<file path="src/rtl/reset_seq_pkg.sv">
// Shared types and range limits for the reset sequencer.
package reset_seq_pkg;

  // Largest supported number of reset outputs.
  localparam int MAX_NUM_OUT = 16;
  // Default width of the hold, stagger and debounce counters.
  localparam int DEF_CNT_W = 8;

  // Sequencer states. PRE is only reachable when RESET_SEQ_EDGE_EN is defined.
  typedef enum logic [1:0] {
    PRE     = 2'd0,
    ASSERT  = 2'd1,
    RELEASE = 2'd2,
    RUN     = 2'd3
  } seq_state_e;

endpackage

</file>
<file path="src/rtl/reset_sequencer_if.sv">
// Reset fan-out bundle: the per-domain resets plus sequence status.
// The master side is driven by reset_sequencer; the slave side is read by consumers.
interface reset_sequencer_if #(
  parameter int NUM_OUT = 4
);
  logic [NUM_OUT-1:0] rst_out;
  logic               busy;
  logic               done;

  modport master (output rst_out, output busy, output done);
  modport slave  (input  rst_out, input  busy, input  done);
endinterface

</file>
<file path="src/rtl/sync_debounce.sv">
// Push-button conditioning: 2-flop synchroniser on every clk, then a
// tick-gated debounce counter that saturates at DEBOUNCE_CYCLES.
module sync_debounce
  import reset_seq_pkg::*;
#(
  parameter int DEBOUNCE_CYCLES = 3,
  parameter int CNT_W           = DEF_CNT_W
) (
  input  logic clk,
  input  logic rst_n,
  input  logic tick_i,
  input  logic manual_i,
  output logic pressed_o
);

  logic             sync1_q;
  logic             sync2_q;
  logic [CNT_W-1:0] deb_q;
  logic [CNT_W-1:0] deb_d;

  // Synchroniser and debounce count registers.
  always_ff @(posedge clk) begin
    if (!rst_n) begin
      sync1_q <= 1'b0;
      sync2_q <= 1'b0;
      deb_q   <= '0;
    end else begin
      sync1_q <= manual_i;
      sync2_q <= sync1_q;
      deb_q   <= deb_d;
    end
  end

  // Count ticks while the synchronised input is high; any low cycle clears it.
  always_comb begin
    deb_d = deb_q;
    if (!sync2_q) begin
      deb_d = '0;
    end else if (tick_i && (deb_q != CNT_W'(DEBOUNCE_CYCLES))) begin
      deb_d = deb_q + CNT_W'(1);
    end
  end

  assign pressed_o = (deb_q == CNT_W'(DEBOUNCE_CYCLES));

endmodule

</file>
<file path="src/rtl/reset_sequencer.sv">
// Staged reset release for the board top level: all outputs assert, then
// release one at a time in index order, timed in tick units.
// Optional feature macro: RESET_SEQ_EDGE_EN (one-tick all-low PRE phase before
// every sequence start, so posedge-reset logic always sees a rising edge).
module reset_sequencer
  import reset_seq_pkg::*;
#(
  parameter int NUM_OUT         = 4,
  parameter int HOLD_CYCLES     = 4,
  parameter int STAGGER_CYCLES  = 2,
  parameter int DEBOUNCE_CYCLES = 3,
  parameter int CNT_W           = DEF_CNT_W
) (
  input  logic              clk,
  input  logic              rst_n,
  input  logic              tick,
  input  logic              manual,
  reset_sequencer_if.master rst_if
);

  localparam int IDX_W = (NUM_OUT > 1) ? $clog2(NUM_OUT) : 1;

`ifdef RESET_SEQ_EDGE_EN
  localparam seq_state_e START_STATE = PRE;
  localparam logic       START_LEVEL = 1'b0;
`else
  localparam seq_state_e START_STATE = ASSERT;
  localparam logic       START_LEVEL = 1'b1;
`endif

  // Reject parameter values the sequencer cannot honour.
  if (NUM_OUT < 1 || NUM_OUT > MAX_NUM_OUT) begin : g_bad_num_out
    $error("reset_sequencer: NUM_OUT must be 1..%0d", MAX_NUM_OUT);
  end
  if (HOLD_CYCLES < 1 || HOLD_CYCLES >= (1 << CNT_W)) begin : g_bad_hold
    $error("reset_sequencer: HOLD_CYCLES must be >=1 and fit in CNT_W bits");
  end
  if (STAGGER_CYCLES < 1 || STAGGER_CYCLES >= (1 << CNT_W)) begin : g_bad_stagger
    $error("reset_sequencer: STAGGER_CYCLES must be >=1 and fit in CNT_W bits");
  end
  if (DEBOUNCE_CYCLES < 1 || DEBOUNCE_CYCLES >= (1 << CNT_W)) begin : g_bad_debounce
    $error("reset_sequencer: DEBOUNCE_CYCLES must be >=1 and fit in CNT_W bits");
  end

  seq_state_e         state_q, state_d;
  logic [CNT_W-1:0]   hold_q, hold_d;
  logic [CNT_W-1:0]   stag_q, stag_d;
  logic [IDX_W-1:0]   idx_q, idx_d;
  logic [NUM_OUT-1:0] rst_out_q, rst_out_d;
  logic               pressed_q;
  logic               pressed;
  logic               done_w;

  sync_debounce #(
    .DEBOUNCE_CYCLES(DEBOUNCE_CYCLES),
    .CNT_W          (CNT_W)
  ) u_sync_debounce (
    .clk      (clk),
    .rst_n    (rst_n),
    .tick_i   (tick),
    .manual_i (manual),
    .pressed_o(pressed)
  );

  // State, counters and registered reset outputs.
  always_ff @(posedge clk) begin
    if (!rst_n) begin
      state_q   <= START_STATE;
      hold_q    <= '0;
      stag_q    <= '0;
      idx_q     <= '0;
      rst_out_q <= {NUM_OUT{START_LEVEL}};
      pressed_q <= 1'b0;
    end else begin
      state_q   <= state_d;
      hold_q    <= hold_d;
      stag_q    <= stag_d;
      idx_q     <= idx_d;
      rst_out_q <= rst_out_d;
      pressed_q <= pressed;
    end
  end

  // Next-state logic: a debounced press overrides everything and restarts the
  // sequence; otherwise hold, then release one output per stagger interval.
  always_comb begin
    state_d   = state_q;
    hold_d    = hold_q;
    stag_d    = stag_q;
    idx_d     = idx_q;
    rst_out_d = rst_out_q;
    if (pressed) begin
      hold_d = '0;
      stag_d = '0;
      idx_d  = '0;
`ifdef RESET_SEQ_EDGE_EN
      // A new press passes through PRE for one tick, then parks in ASSERT.
      if (!pressed_q || (state_q == PRE && !tick)) begin
        state_d   = PRE;
        rst_out_d = '0;
      end else begin
        state_d   = ASSERT;
        rst_out_d = '1;
      end
`else
      state_d   = ASSERT;
      rst_out_d = '1;
`endif
    end else begin
      case (state_q)
`ifdef RESET_SEQ_EDGE_EN
        PRE: begin
          rst_out_d = '0;
          if (tick) begin
            state_d   = ASSERT;
            rst_out_d = '1;
          end
        end
`endif
        ASSERT: begin
          rst_out_d = '1;
          if (tick) begin
            if (hold_q == CNT_W'(HOLD_CYCLES - 1)) begin
              hold_d = '0;
              if (NUM_OUT == 1) begin
                state_d   = RUN;
                rst_out_d = '0;
              end else begin
                state_d      = RELEASE;
                rst_out_d[0] = 1'b0;
                idx_d        = IDX_W'(1);
              end
            end else begin
              hold_d = hold_q + CNT_W'(1);
            end
          end
        end
        RELEASE: begin
          if (tick) begin
            if (stag_q == CNT_W'(STAGGER_CYCLES - 1)) begin
              stag_d = '0;
              for (int i = 0; i < NUM_OUT; i++) begin
                if (idx_q == IDX_W'(i)) begin
                  rst_out_d[i] = 1'b0;
                end
              end
              if (idx_q == IDX_W'(NUM_OUT - 1)) begin
                state_d = RUN;
              end else begin
                idx_d = idx_q + IDX_W'(1);
              end
            end else begin
              stag_d = stag_q + CNT_W'(1);
            end
          end
        end
        RUN: begin
          rst_out_d = '0;
        end
        default: begin
          state_d   = ASSERT;
          rst_out_d = '1;
        end
      endcase
    end
  end

  assign done_w         = (state_q == RUN);
  assign rst_if.rst_out = rst_out_q;
  assign rst_if.done    = done_w;
  assign rst_if.busy    = ~done_w;

endmodule

</file>
<file path="src/flat_wrapper.sv">
// flat-port wrapper written by rule: the top's interface ports become plain ports
module reset_sequencer_flat import reset_seq_pkg::*;
#(
  parameter int NUM_OUT         = 4,
  parameter int HOLD_CYCLES     = 4,
  parameter int STAGGER_CYCLES  = 2,
  parameter int DEBOUNCE_CYCLES = 3,
  parameter int CNT_W           = DEF_CNT_W
)
  (clk, rst_n, tick, manual, rst_if_rst_out, rst_if_busy, rst_if_done);
  reset_sequencer_if #(.NUM_OUT(NUM_OUT)) rst_if_i ();
  input  logic clk;
  input  logic rst_n;
  input  logic tick;
  input  logic manual;
  output wire logic [$bits(rst_if_i.rst_out)-1:0] rst_if_rst_out;
  output wire logic [$bits(rst_if_i.busy)-1:0] rst_if_busy;
  output wire logic [$bits(rst_if_i.done)-1:0] rst_if_done;
  assign rst_if_rst_out = rst_if_i.rst_out;
  assign rst_if_busy = rst_if_i.busy;
  assign rst_if_done = rst_if_i.done;
  reset_sequencer #(.NUM_OUT(NUM_OUT), .HOLD_CYCLES(HOLD_CYCLES), .STAGGER_CYCLES(STAGGER_CYCLES), .DEBOUNCE_CYCLES(DEBOUNCE_CYCLES), .CNT_W(CNT_W)) u_core (.clk(clk), .rst_n(rst_n), .tick(tick), .manual(manual), .rst_if(rst_if_i));
endmodule
</file>
<file path="config.mk">
export PLATFORM = sky130hd
export DESIGN_NAME = reset_sequencer_flat
export DESIGN_NICKNAME = d
export VERILOG_FILES = /design/src/rtl/reset_seq_pkg.sv /design/src/rtl/reset_sequencer_if.sv /design/src/rtl/sync_debounce.sv /design/src/rtl/reset_sequencer.sv /design/src/flat_wrapper.sv
export SDC_FILE = /design/constraint.sdc
export NUM_CORES = 1
export LEC_CHECK = 0
export BUFFER_PORTS_ARGS = -buffer_cell sky130_fd_sc_hd__buf_2
export CAP_MARGIN = 20
export CORE_MARGIN = 1.5
export CORE_UTILIZATION = 25
export DETAILED_ROUTE_END_ITERATION = 7
export GPL_TIMING_DRIVEN = 0
export PLACE_DENSITY = 0.4
export RECOVER_POWER = 50
export SLEW_MARGIN = 20
export SYNTH_ARGS = -nofsm -noshare
export SYNTH_HDL_FRONTEND = slang
export SYNTH_SLANG_ARGS = --single-unit
</file>
<file path="constraint.sdc">
create_clock -name clk -period 2.2 [get_ports clk]
set_input_delay 0 -clock clk [delete_from_list [all_inputs] [get_ports clk]]
set_output_delay 0 -clock clk [all_outputs]
set_load 0.02 [all_outputs]
</file>
==> impl_metrics.tcl <==
set metrics [dict create \
    drv_cap 0 \
    synth-main-ff-cell "dfxtp_1" \
    grt_first_pass_wirelength_um 5640 \
    post_cts_resized 0 \
    critPathSlowestCell "or4_1" \
    synth-simple-area-share 0.256 \
    drt_iter0_drc 37 \
    cts-hold-fix-buffers 3 \
    cts.sinks 34 \
    dieArea_mm2 0.00728 \
    setup_slack_ns 0.295 \
    worstRegToRegCells 5 \
    min_period_ns 1.91 \
    synthAdderAreaFrac 0.0812 \
    synthArstFlopShare 0 \
    p_per_area_mw_per_mm2 803 \
    r2r-start "u_core.hold_q[0]" \
    synthTopCellsByArea "dfxtp_1, ha_1, nor2_1" \
    coreArea_mm2 0.00646 \
    gp_congestion 0.737 \
    min_path_type "input port to flop" \
    grt_pass1_vias 1229 \
    tritoncts "built" \
    netlist_instances 192 \
    ys_seq_elements 34 \
    die_w_um 85.3 \
    post-synth-top-area-fraction 0.402 \
    drive_gt1_frac 0.0755 \
    crit_arrival_ns 2.08 \
    design.portCount 10 \
    synth_compound_area_frac 0.109 \
    ir_drop_mv 0.332 \
    ys_top_cells_by_count "dfxtp_1, nor2_1, nand2_1" \
    crit_end "u_core.idx_q[0]" \
    yosys_warnings 0 \
    path_clk_slew_ns 0.07 \
    overflow 0 \
    cts_setup_buffers 0 \
    insertion_delay_ns 0.28 \
    ctsHtreeMaxLevel 2 \
    drt-total-wl_um 3360 \
    setup_violations 0 \
    root_buffer "clkbuf_8" \
    synth_edf_count 0 \
    r2r_end "u_core.idx_q[0]" \
    cpPeakStageDelay_ns 0.54 \
    hold_ws_ns 0.238 \
    start_util 0.262 \
    max_slew_margin 0.684 \
    fmax_ghz 0.525 \
    tightest_slew_ns 0.474 \
    regArea_um2 681 \
    critPathKind "flop to flop" \
    multi_input_area_um2 967 \
    startpoint "u_core.hold_q[0]" \
    synth_nets 207 \
    cp-start-kind "flop" \
    synth_top_family_by_area "simple AND/OR/NAND/NOR gates" \
    firstDrtPassIters 4 \
    crit_path_end_kind "flop" \
    rows 29 \
    grt_max_degree 11 \
    synthMuxAreaShare 0.0295 \
    ant_nets 0 \
    stdcell_area_mm2 0.00194 \
    synth_cell_type_count 40 \
    synth-seq-area-share 0.402 \
    hold_viol 0 \
    cp.required_ns 2.38 \
    fin_worst_skew_ns 0.00625 \
    vias 1294 \
    antenna_cells 0 \
    numCtsBuffers 5 \
    leakagePower_nw 0.700 \
    fillers 686 \
    ctsLongestPathBuffers 2 \
    grt_use_total 0.0985 \
    cp_max_fo 5 \
    via_per_inst 4.48 \
    fin_crit_sh 0.866 \
    finalMaxSlewViolations 0 \
    dp_slack_ns 0.308 \
    yosys.area.top_type "dfxtp_1" \
    numPortBuffers 9 \
    netlist_area_mm2 0.00169 \
    antenna_found_initial 0 \
    status "finished, final reports clean" \
    synth_xor_area_frac 0.0982 \
    synth.most_common_cell "dfxtp_1" \
    nets 226 \
    reg2reg_slack_ns 0.29 \
    tns_ns 0 \
    die_height_um 85.3 \
    drc_errors 0 \
    syn2layout_area_growth_pct 14.8 \
    placed_cell_area_mm2 0.00184 \
    path_cells "ha_1 -> nor4b_1 -> a21boi_1 -> or4_1 -> o211a_1" \
    syn_area_per_cell_um2 8.82 \
    dp_hpwl_um 2330 \
    rsz0062_at_grt "false" \
    drt-wirelength-per-cell_um 11.6 \
]
[worst max-delay path: cells and delay by family (launching register included)]
| kind | cells | cell delay (ns) |
|---|---|---|
| AOI/OAI and AO/OA | 2 | 0.36 |
| adders and majority gates | 1 | 0.20 |
| DFF | 1 | 0.38 |
| and+or+nand+nor | 2 | 0.86 |
[flip-flops by register name (all words and copies together) (netlist names)]
register                        cells
u_core.hold_q                       8
u_core.idx_q                        2
u_core.rst_if.rst_out               4
u_core.stag_q                       8
u_core.state_q                      2
u_core.u_sync_debounce.deb_q        8
u_core.u_sync_debounce.sync1_q      1
u_core.u_sync_debounce.sync2_q      1
[placed cells by master (no fill, tap or decap), types with 4 or more instances in the layout]
| master | netlist | layout |
|---|---|---|
| nand4_1 | 7 | 7 |
| nor2_1 | 30 | 30 |
| xor2_1 | 8 | 8 |
| clkbuf_8 | 0 | 6 |
| clkbuf_1 | 3 | 11 |
| xnor2_1 | 11 | 11 |
| nor3_1 | 7 | 7 |
| mux2i_1 | 5 | 5 |
| ha_1 | 11 | 11 |
| nand2_1 | 24 | 24 |
| a21oi_1 | 4 | 4 |
| dfxtp_1 | 34 | 34 |
| inv_1 | 6 | 6 |
| nand3_1 | 5 | 5 |
[worst min path at each step]
stage	start	endpoint	cells after the start
after floorplan	rst_n	u_core.u_sync_debounce.sync1_q	1
after global placement	manual	u_core.u_sync_debounce.sync1_q	2
after detailed placement	manual	u_core.u_sync_debounce.sync1_q	2
after CTS	tick	u_core.idx_q[1]	4
after global routing	tick	u_core.idx_q[1]	4
final	tick	u_core.idx_q[1]	4
[power by group]
group          leakage, nW  switching, mW  internal, mW
combinational        0.377          0.229         0.147
sequential           0.275         0.0416         0.662
clock               0.0482          0.229         0.253
[area by class of cell]
type,count,share of cell area
Sequential cell,34,0.350
Buffer,5,0.0103
Tap cell,77,0.0495
Multi-Input combinational cell,147,0.497
Clock inverter,1,0.00257
Inverter,6,0.0116
Timing Repair Buffer,12,0.0341
Clock buffer,7,0.0444
[per-layer routing]
| metal | wire (µm) | up-vias | GRT usage | part of all wire |
|---|---|---|---|---|
| li1 | - | 703 | - | - |
| met1 | 1830 | 574 | 0.130 | 0.54 |
| met2 | 1380 | 11 | 0.146 | 0.41 |
| met3 | 99 | 6 | 0.0321 | 0.029 |
| met4 | 52 | 0 | 0.0440 | 0.015 |
| met5 | 0 | - | 0 | 0 |
[metrics by stage]
step / instances / util / power [mW]
final: 289 / 0.301 / 1.56
after detailed placement: 278 / 0.284 / 1.10
after floorplan: 192 / - / 1.00
after global routing: 289 / 0.301 / 1.67
after CTS: 289 / 0.303 / 1.59
after global placement: 278 / 0.284 / 1.10
[cells by family after synthesis]
kind of cell	count (synthesis)
simple gates	88
flops	34
compound gates	24
xor+xnor	19
buf+inv	11
fa+ha+maj	11
mux	5
Power figures use the tool's default switching activity.
